<file path="config.mk">
export PLATFORM = sky130hd
export DESIGN_NAME = gnw_boot_sequencer_flat
export DESIGN_NICKNAME = d
export VERILOG_FILES = /design/src/rtl/gnw_boot_pkg.sv /design/src/rtl/gnw_ioctl_if.sv /design/src/rtl/gnw_osd_request_timer.sv /design/src/rtl/gnw_boot_sequencer.sv /design/src/flat_wrapper.sv
export SDC_FILE = /design/constraint.sdc
export NUM_CORES = 1
export LEC_CHECK = 0
export ABC_AREA = 1
export ABC_CLOCK_PERIOD_IN_PS = 2200
export BUFFER_PORTS_ARGS = -buffer_cell sky130_fd_sc_hd__buf_2
export CORE_MARGIN = 4
export CORE_UTILIZATION = 30
export CTS_CLUSTER_DIAMETER = 50
export DETAILED_ROUTE_END_ITERATION = 8
export SLEW_MARGIN = 20
export SYNTH_ARGS = -nofsm -noshare
export SYNTH_HDL_FRONTEND = slang
export SYNTH_SLANG_ARGS = --single-unit
export TNS_END_PERCENT = 30
</file>
<file path="constraint.sdc">
create_clock -name clk_sys_99_287 -period 2.2 [get_ports clk_sys_99_287]
set_input_delay 0.44 -clock clk_sys_99_287 [delete_from_list [all_inputs] [get_ports clk_sys_99_287]]
set_output_delay 0.44 -clock clk_sys_99_287 [all_outputs]
set_load 0.01 [all_outputs]
</file>
<file path="src/rtl/gnw_boot_pkg.sv">
// Shared types for the Game & Watch boot sequencer:
// sequencer states, ROM word counter width and its saturation limit.
package gnw_boot_pkg;

  localparam int ROM_WORDS_W = 25;
  localparam int OSD_TIMER_W = 26;

  localparam logic [ROM_WORDS_W-1:0] ROM_WORDS_MAX =
    {ROM_WORDS_W{1'b1}};

  typedef enum logic [2:0] {
    S_NO_ROM,
    S_LOADING,
    S_ERROR,
    S_HOLD,
    S_RUN
  } boot_state_e;

  function automatic logic [ROM_WORDS_W-1:0] rom_words_inc(
    input logic [ROM_WORDS_W-1:0] v
  );
    return (v == ROM_WORDS_MAX) ? v : v + ROM_WORDS_W'(1);
  endfunction

endpackage

</file>
<file path="src/rtl/gnw_ioctl_if.sv">
// HPS ROM download stream: download-active level and
// one-cycle word write strobe.
interface gnw_ioctl_if;

  logic ioctl_download;
  logic ioctl_wr;

  modport master (
    output ioctl_download,
    output ioctl_wr
  );

  modport slave (
    input ioctl_download,
    input ioctl_wr
  );

endinterface

</file>
<file path="src/rtl/gnw_osd_request_timer.sv">
// OSD-open request window: armed by the first ext_reset,
// then open for OSD_TIMEOUT idle cycles while no ROM is resident.
module gnw_osd_request_timer
  import gnw_boot_pkg::*;
#(
  parameter logic [OSD_TIMER_W-1:0] OSD_TIMEOUT = 26'h1FFFFFF
) (
  input  logic clk,
  input  logic rst_n,
  input  logic ext_reset,
  input  logic has_rom,
  output logic open_osd
);

  logic                   armed_q;
  logic                   armed_d;
  logic [OSD_TIMER_W-1:0] timer_q;
  logic [OSD_TIMER_W-1:0] timer_d;
  logic                   open_osd_q;
  logic                   open_osd_d;
  logic                   window;

  // The timer is one-shot: only reset_n ever reloads it.
  always_comb begin
    window     = armed_q & ~ext_reset & (timer_q != '0);
    armed_d    = armed_q | ext_reset;
    timer_d    = timer_q;
    if (window) begin
      timer_d = timer_q - OSD_TIMER_W'(1);
    end
    open_osd_d = window & ~has_rom;
  end

  always_ff @(posedge clk or negedge rst_n) begin
    if (!rst_n) begin
      armed_q    <= 1'b0;
      timer_q    <= OSD_TIMEOUT;
      open_osd_q <= 1'b0;
    end else begin
      armed_q    <= armed_d;
      timer_q    <= timer_d;
      open_osd_q <= open_osd_d;
    end
  end

  assign open_osd = open_osd_q;

endmodule

</file>
<file path="src/rtl/gnw_boot_sequencer.sv">
// Owns core reset and ROM-present state: counts the HPS ROM download,
// validates its size and stretches core reset after every reset cause.
module gnw_boot_sequencer
  import gnw_boot_pkg::*;
#(
  parameter logic [OSD_TIMER_W-1:0] OSD_TIMEOUT   = 26'h1FFFFFF,
  parameter int                     RESET_HOLD    = 1024,
  parameter int                     MIN_ROM_WORDS = 16
) (
  input  logic                   clk_sys_99_287,
  input  logic                   reset_n,
  input  logic                   pll_locked,
  gnw_ioctl_if.slave             ioctl,
  input  logic                   ext_reset,
  input  logic                   user_reset,
  output logic                   core_reset,
  output logic                   has_rom,
  output logic                   load_error,
  output logic [ROM_WORDS_W-1:0] rom_words,
  output logic                   open_osd
);

  localparam int HOLD_W = (RESET_HOLD > 1) ? $clog2(RESET_HOLD) : 1;

  localparam logic [HOLD_W-1:0] HOLD_INIT = HOLD_W'(RESET_HOLD - 1);

  localparam logic [ROM_WORDS_W-1:0] MIN_WORDS =
    ROM_WORDS_W'(MIN_ROM_WORDS);

  boot_state_e            state_q;
  boot_state_e            state_d;
  logic [HOLD_W-1:0]      hold_q;
  logic [HOLD_W-1:0]      hold_d;
  logic [ROM_WORDS_W-1:0] rom_words_q;
  logic [ROM_WORDS_W-1:0] rom_words_d;
  logic                   has_rom_q;
  logic                   has_rom_d;
  logic                   load_error_q;
  logic                   load_error_d;
  logic                   core_reset_q;
  logic                   core_reset_d;
  logic                   dl_q;
  logic                   dl_d;

  logic dl_rise;
  logic dl_fall;
  logic cause;

  always_comb begin
    dl_d         = ioctl.ioctl_download;
    dl_rise      = ioctl.ioctl_download & ~dl_q;
    dl_fall      = ~ioctl.ioctl_download & dl_q;
    cause        = ext_reset | user_reset | ~pll_locked;
    state_d      = state_q;
    hold_d       = hold_q;
    rom_words_d  = rom_words_q;
    has_rom_d    = has_rom_q;
    load_error_d = load_error_q;

    if (dl_rise) begin
      state_d      = S_LOADING;
      rom_words_d  = '0;
      has_rom_d    = 1'b0;
      load_error_d = 1'b0;
    end else begin
      unique case (state_q)
        S_LOADING: begin
          if (dl_fall) begin
            if (rom_words_q >= MIN_WORDS) begin
              state_d      = S_HOLD;
              hold_d       = HOLD_INIT;
              has_rom_d    = 1'b1;
              load_error_d = 1'b0;
            end else begin
              state_d      = S_ERROR;
              load_error_d = 1'b1;
            end
          end else if (ioctl.ioctl_wr) begin
            rom_words_d = rom_words_inc(rom_words_q);
          end
        end
        S_HOLD: begin
          if (cause) begin
            hold_d = HOLD_INIT;
          end else if (hold_q == '0) begin
            state_d = S_RUN;
          end else begin
            hold_d = hold_q - HOLD_W'(1);
          end
        end
        S_RUN: begin
          if (cause) begin
            state_d = S_HOLD;
            hold_d  = HOLD_INIT;
          end
        end
        S_NO_ROM,
        S_ERROR: begin
          state_d = state_q;
        end
        default: begin
          state_d = S_NO_ROM;
        end
      endcase
    end

    // Assert as soon as RUN is left; release one edge after RUN is entered.
    core_reset_d = (state_q != S_RUN) | (state_d != S_RUN);
  end

  always_ff @(posedge clk_sys_99_287 or negedge reset_n) begin
    if (!reset_n) begin
      state_q      <= S_NO_ROM;
      hold_q       <= '0;
      rom_words_q  <= '0;
      has_rom_q    <= 1'b0;
      load_error_q <= 1'b0;
      core_reset_q <= 1'b1;
      dl_q         <= 1'b0;
    end else begin
      state_q      <= state_d;
      hold_q       <= hold_d;
      rom_words_q  <= rom_words_d;
      has_rom_q    <= has_rom_d;
      load_error_q <= load_error_d;
      core_reset_q <= core_reset_d;
      dl_q         <= dl_d;
    end
  end

  gnw_osd_request_timer #(
    .OSD_TIMEOUT (OSD_TIMEOUT)
  ) u_osd_timer (
    .clk       (clk_sys_99_287),
    .rst_n     (reset_n),
    .ext_reset (ext_reset),
    .has_rom   (has_rom_q),
    .open_osd  (open_osd)
  );

  assign core_reset = core_reset_q;
  assign has_rom    = has_rom_q;
  assign load_error = load_error_q;
  assign rom_words  = rom_words_q;

endmodule

</file>
<file path="src/flat_wrapper.sv">
// flat-port wrapper written by rule: the top's interface ports become plain ports
module gnw_boot_sequencer_flat import gnw_boot_pkg::*;
#(
  parameter logic [OSD_TIMER_W-1:0] OSD_TIMEOUT   = 26'h1FFFFFF,
  parameter int                     RESET_HOLD    = 1024,
  parameter int                     MIN_ROM_WORDS = 16
)
  (clk_sys_99_287, reset_n, pll_locked, ext_reset, user_reset, core_reset, has_rom, load_error, rom_words, open_osd, ioctl_ioctl_download, ioctl_ioctl_wr);
  gnw_ioctl_if ioctl_i ();
  input  logic clk_sys_99_287;
  input  logic reset_n;
  input  logic pll_locked;
  input  logic ext_reset;
  input  logic user_reset;
  output logic core_reset;
  output logic has_rom;
  output logic load_error;
  output logic [ROM_WORDS_W-1:0] rom_words;
  output logic open_osd;
  input wire logic [$bits(ioctl_i.ioctl_download)-1:0] ioctl_ioctl_download;
  input wire logic [$bits(ioctl_i.ioctl_wr)-1:0] ioctl_ioctl_wr;
  assign ioctl_i.ioctl_download = ioctl_ioctl_download;
  assign ioctl_i.ioctl_wr = ioctl_ioctl_wr;
  gnw_boot_sequencer #(.OSD_TIMEOUT(OSD_TIMEOUT), .RESET_HOLD(RESET_HOLD), .MIN_ROM_WORDS(MIN_ROM_WORDS)) u_core (.clk_sys_99_287(clk_sys_99_287), .reset_n(reset_n), .pll_locked(pll_locked), .ioctl(ioctl_i), .ext_reset(ext_reset), .user_reset(user_reset), .core_reset(core_reset), .has_rom(has_rom), .load_error(load_error), .rom_words(rom_words), .open_osd(open_osd));
endmodule
</file>
==> results of run 1 <==
==> power groups by stage <==
| stage | combinational (W) | clock, W | sequential, W |
|---|---|---|---|
| 2_1_floorplan | 0.00185 | 0 | 0.00213 |
| 3_3_place_gp | 0.00228 | 0 | 0.00222 |
| 3_5_place_dp | 0.00230 | 0 | 0.00222 |
| 4_1_cts | 0.00231 | 0.00163 | 0.00221 |
| 5_1_grt | 0.00266 | 0.00168 | 0.00229 |
| 6_report | 0.00229 | 0.00159 | 0.00221 |
==> cell families after synthesis <==
kind of cell,after synthesis,share of synthesized area [%]
buf+inv,74,7.45
simple gates,434,39.2
compound gates,62,9.61
xor+xnor,21,3.91
fa+ha+maj,7,1.86
flops,70,37.9
==> flip-flops by register name (all words and copies together) (netlist names), 3 cells and up <==
signal	flops
u_core.state_q	3
u_core.u_osd_timer.timer_q	26
u_core.rom_words	25
u_core.hold_q	10
==> layout by cell type (no fill, tap or decap), types with 3 or more instances in the layout <==
| cell type | n |
|---|---|
| dfrtp_1 | 44 |
| clkbuf_16 | 9 |
| inv_1 | 55 |
| nand4_1 | 17 |
| o21bai_1 | 16 |
| dfstp_2 | 26 |
| nand3_1 | 55 |
| xor2_1 | 8 |
| o21ai_2 | 25 |
| or2_2 | 8 |
| buf_4 | 9 |
| buf_2 | 34 |
| ha_1 | 7 |
| nand2_2 | 8 |
| nand3b_1 | 3 |
| nor2_1 | 102 |
| nand2_1 | 227 |
| xnor2_1 | 13 |
| nor2_2 | 8 |
| o21ai_0 | 16 |
==> critical path: stages, from the launching register on <==
cell and delay (ns):
dfstp_2 0.37, inv_1 0.13, ha_1 0.27, nand2_1 0.16, nor2_1 0.13, nand3_1 0.10, nand2_2 0.09, clkinv_2 0.31
nand3b_1 0.21, nand2_1 0.08
==> per-stage QoR <==
step	setup WS (ns)	cell area [um2]	util [%]	hold slack, ns	std cells
3_3_place_gp	0.249	5110	33.5	0.432	907
3_5_place_dp	0.250	5110	33.5	0.434	907
4_1_cts	0.225	5430	35.6	0.0675	923
2_1_floorplan	0.499	4700	-	0.144	668
5_1_grt	0.00676	5430	35.6	0.0952	923
6_report	0.244	5430	35.6	0.0694	923
==> layer usage <==
metal / global-route usage (%) / wire, um / vias up
met5: 0 / 0 / -
met4: 5.71 / 192 / 0
met3: 2.27 / 405 / 11
met2: 20.6 / 5120 / 77
met1: 18.8 / 5640 / 1902
li1: - / - / 2199
==> cell type report <==
type                    instances  area (um2)
flip-flops and latches         70        1780
clock inverters                 5        81.3
multi-input cells             524        2570
repair buffers                 45         278
inverters                      57         215
clock buffers                  11         243
well taps                     211         264
fillers                      1666        9830
==> worst paths after layout <==
check | to | slack [ns] | cells after the start
setup / recovery | u_core.u_osd_timer.timer_q[25] | 0.24 | 9
hold / removal | u_core.hold_q[1] | 0.07 | 1
setup reg to reg | u_core.u_osd_timer.timer_q[25] | 0.24 | 9
hold reg to reg | u_core.u_osd_timer.armed_q | 0.45 | 2
max in group asynchronous | u_core.u_osd_timer.timer_q[14] | 1.49 | 2
min in group clk_sys_99_287 | u_core.dl_q | 0.26 | 1
==> reports/results.tsv, run 1 <==
metric	value	unit
yosys.area.top_type	dfrtp_1	
yosysTopAreaCellShare	23.4	%
hold_class	input port to asynchronous set/reset pin	
antenna_found_initial	0	
htree_levels	3	
rsz0062_at_grt	no	
grt_pass1_wl	19.6	mm
cp.required	2.43	ns
vias_per_cell	4.54	
hold_viol	0	
ios	36	
yosysWarnings	0	
fin_crit	1.96	ns
status	finished, final reports clean	
p_per_area	1120	nW/um2
ys.flop_type	dfrtp_1	
leakage	2.44	nW
start_kind	register	
p_sw	0.00241	W
p_int	0.00369	W
firstDrtPassIters	5	
grt_pass1_vias	3978	
setup_viol	0	
fin_nets	721	
synth_nets	682	
slew_violations	0	
clockPowerShare	26.1	%
p_seq_share	36.3	%
drive_gt1_share	19.7	%
async_flop_share	100	%
cts_tree	built	
clock-root-buffer	clkbuf_16	
initial_utilization	30.8	%
route.detailed.drc	0	
die_y	133	um
io_buffers	35	
cts_sinks	70	
synth-seq-cells	70	
grt_max_degree	51	
ctsResizeCount	0	
clkSlewWorstSetupHoldPaths	0.06	ns
syn_to_final_growth	15.5	%
core	15300	um2
cp.arrival	2.19	ns
via_count	4189	
ir_drop	559	uV
routed_wl	11.4	mm
drt_iter0_drc	258	
synth.distinct_cells	32	
gp_congestion	0.870	
cts_buffers	9	
yosysMostFrequentCell	nand2_1	
criticalPathCategory	register to register	
tns	0	ns
cap_violations	0	
ant_nets	0	
core.rowCount	45	
crit_path_max_fanout	29	
synth-edff-count	0	
track_usage	13.5	%
p_sw_share	39.5	%
r2r-start	u_core.u_osd_timer.timer_q[0]	
antennaDiodeCount	0	
seq_area_frac_synth	37.9	%
power_frac_comb	37.6	%
synthesis.area	4700	um2
clock_path_buffers	2	
total_power	0.00610	W
finalCritPeriodShare	88.9	%
tightestPinTransition	0.529	ns
synth.avg_cell_area	7.04	um2
dieWidth	133	um
endpoint_kind	register	
cts_hold_buf	0	
synth_commonest_cells	nand2_1 (227), nor2_1 (102), inv_1 (55), nand3_1 (55), dfrtp_1 (44)	
gr-total-overflow	0	
post_drt_wl_per_cell	12.3	um
die-area	17700	um2
worstSetupStartpoint	u_core.u_osd_timer.timer_q[0]	
cts_setup_buffers	0	
dp_hpwl	8.34	mm
finalClockSkew	0.0102	ns
fmax	0.511	GHz
max-slew-margin-rel	64.6	%
syn_inst	668	
netlist_top_cells_area	dfrtp_1 (23%), nand2_1 (18%), dfstp_2 (15%), nor2_1 (8.1%), nand3_1 (5.9%)	
clk_latency	0.34	ns
No activity file was read; power rests on OpenSTA's default activity.
==> run 2: changes to the inputs <==
Settings changed: ABC_AREA 1 to default.
==> reports/results.tsv, run 2 <==
metric	value	unit
synth-edff-count	0	
status	complete, but fails checks	
gr-total-overflow	0	
yosysMostFrequentCell	dfrtp_1	
grt_max_degree	71	
mostFrequentLayoutCells	buf_4 (51), dfrtp_1 (44), nand2_1 (42)	
rsz0062_at_grt	yes	
tightestPinTransition	0.547	ns
vias_per_cell	5.26	
die_y	123	um
total_power	0.00369	W
ios	36	
cts_tree	built	
cp.required	2.46	ns
grt_pass1_vias	3462	
finalNonFillerCells	694	
synthesis.area	3970	um2
clock_path_buffers	2	
cts_sinks	70	
fin_crit	2.26	ns
synth_nets	446	
routed_wl	10.3	mm
synth.avg_cell_area	9.18	um2
register_area	1780	um2
multiInputGateArea	2130	um2
syn_inst	432	
final_cell_area	5080	um2
violations	setup timing	
yosysWarnings	0	
dpl.cell_count	675	
drive_gt1_share	29.9	%
yosys.area.top_type	dfrtp_1	
htree_levels	3	
drt_iter0_drc	296	
hold_ws	0.115	ns
clkSlewWorstSetupHoldPaths	0.06	ns
criticalPathCategory	register to register	
grt_pass1_wl	17.4	mm
dieWidth	123	um
route.detailed.drc	0	
hold_viol	0	
finalClockSkew	0.00761	ns
crit_path_max_fanout	8	
p_per_area	726	nW/um2
gp_congestion	0.852	
async_flop_share	100	%
via_count	3647	
track_usage	14.3	%
tns	-0.329	ns
layout_commonest_cell	buf_4	
cap_violations	0	
fmax	0.443	GHz
antennaDiodeCount	0	
cp.arrival	2.51	ns
slew_violations	0	
dp_hpwl	7.28	mm
initial_utilization	31.1	%
synth-seq-cells	70	
max-slew-margin-rel	62.9	%
ant_nets	0	
cts_buffers	9	
clk_latency	0.34	ns
die-area	15100	um2
fillers	1254	
cts_hold_buf	0	
placed_area	4680	um2
start_kind	register	
netlist_top_cells_area	dfrtp_1 (28%), dfstp_2 (17%), nand2_1 (4.0%), xor2_1 (3.8%), nor4_1 (3.2%)	
core.rowCount	41	
syn_to_final_growth	28.1	%
largest_register	u_core.u_osd_timer.timer_q	
synth_commonest_cells	dfrtp_1 (44), nand2_1 (42), nor2_1 (33)	
setup_viol	9	
ys.flop_type	dfrtp_1	
hold_class	input port to asynchronous set/reset pin	
firstDrtPassIters	4	
yosysTopAreaCellShare	27.8	%
leakage	2.33	nW
io_buffers	35	
core	12800	um2
finalCritPeriodShare	103	%
antenna_found_initial	1	
fin_nets	531	
synth.distinct_cells	56	
seq_area_frac_synth	45.0	%
ir_drop	408	uV
endpoint_kind	register	
post_drt_wl_per_cell	14.8	um
setup_slack	-0.0585	ns
largest_reg_flops	26	
clock-root-buffer	clkbuf_16	
==> run 2: final cells by class <==
class	instances	area share (%)
clock buffers	11	4.78
flip-flops and latches	70	35.1
clock inverters	5	1.11
well taps	172	4.23
multi-input cells	330	41.9
repair buffers	88	11.6
inverters	18	1.33
==> run 2: cells by family after synthesis <==
logic type | share of synthesized area (%)
buffers and inverters | 3.25
adders and majority gates | 2.21
and+or+nand+nor | 28.7
muxes | 0.505
AOI/OAI and AO/OA | 15.0
DFF | 45.0
xor gates and xnor gates | 5.30
==> run 2: metrics by stage <==
stage / worst slack [ns] / util [%]
2_1_floorplan: -0.273 / -
3_3_place_gp: -0.113 / 36.7
3_5_place_dp: -0.178 / 36.7
4_1_cts: -0.0362 / 39.5
5_1_grt: -0.130 / 39.8
6_report: -0.0585 / 39.8
==> run 2: layer usage <==
layer / vias up / track usage (%) / part of all wire [%]
met5: - / 0 / 0.068
met4: 2 / 3.25 / 0.90
met3: 11 / 4.48 / 5.4
met2: 83 / 21.9 / 46
met1: 1782 / 20.0 / 48
li1: 1769 / - / -
==> run 2: worst paths after layout <==
| path | startpoint | to | slack (ns) | cells after the start |
|---|---|---|---|---|
| worst max-delay path | u_core.u_osd_timer.timer_q[21] | u_core.u_osd_timer.timer_q[11] | -0.06 | 6 |
| worst min-delay path | reset_n | u_core.u_osd_timer.timer_q[25] | 0.11 | 2 |
| worst max register to register | u_core.u_osd_timer.timer_q[21] | u_core.u_osd_timer.timer_q[11] | -0.06 | 6 |
| worst min register to register | u_core.u_osd_timer.armed_q | u_core.u_osd_timer.armed_q | 0.50 | 1 |
| max in group asynchronous | reset_n | u_core.u_osd_timer.timer_q[12] | 1.74 | 2 |
| min in group clk_sys_99_287 | ioctl_ioctl_download | u_core.dl_q | 0.24 | 1 |
==> run 2: what timing repair did <==
action	in CTS	in global routing
gates resized for setup	8	8
pin swaps	3	0
setup buffers	2	1
endpoints found under the setup margin	20	34
==> run 2: where the power goes <==
group          switching (W)  internal [W]
combinational       0.000367      0.000284
clock               0.000568      0.000912
sequential          0.000134       0.00142
total                0.00107       0.00262
==> run 2: worst max-delay path: stages (launching register included) <==
cell	delay [ns]
dfstp_2	0.37
or4_4	0.52
or4_4	0.55
o41ai_4	0.27
buf_4	0.24
nor4_1	0.08
xor2_1	0.15
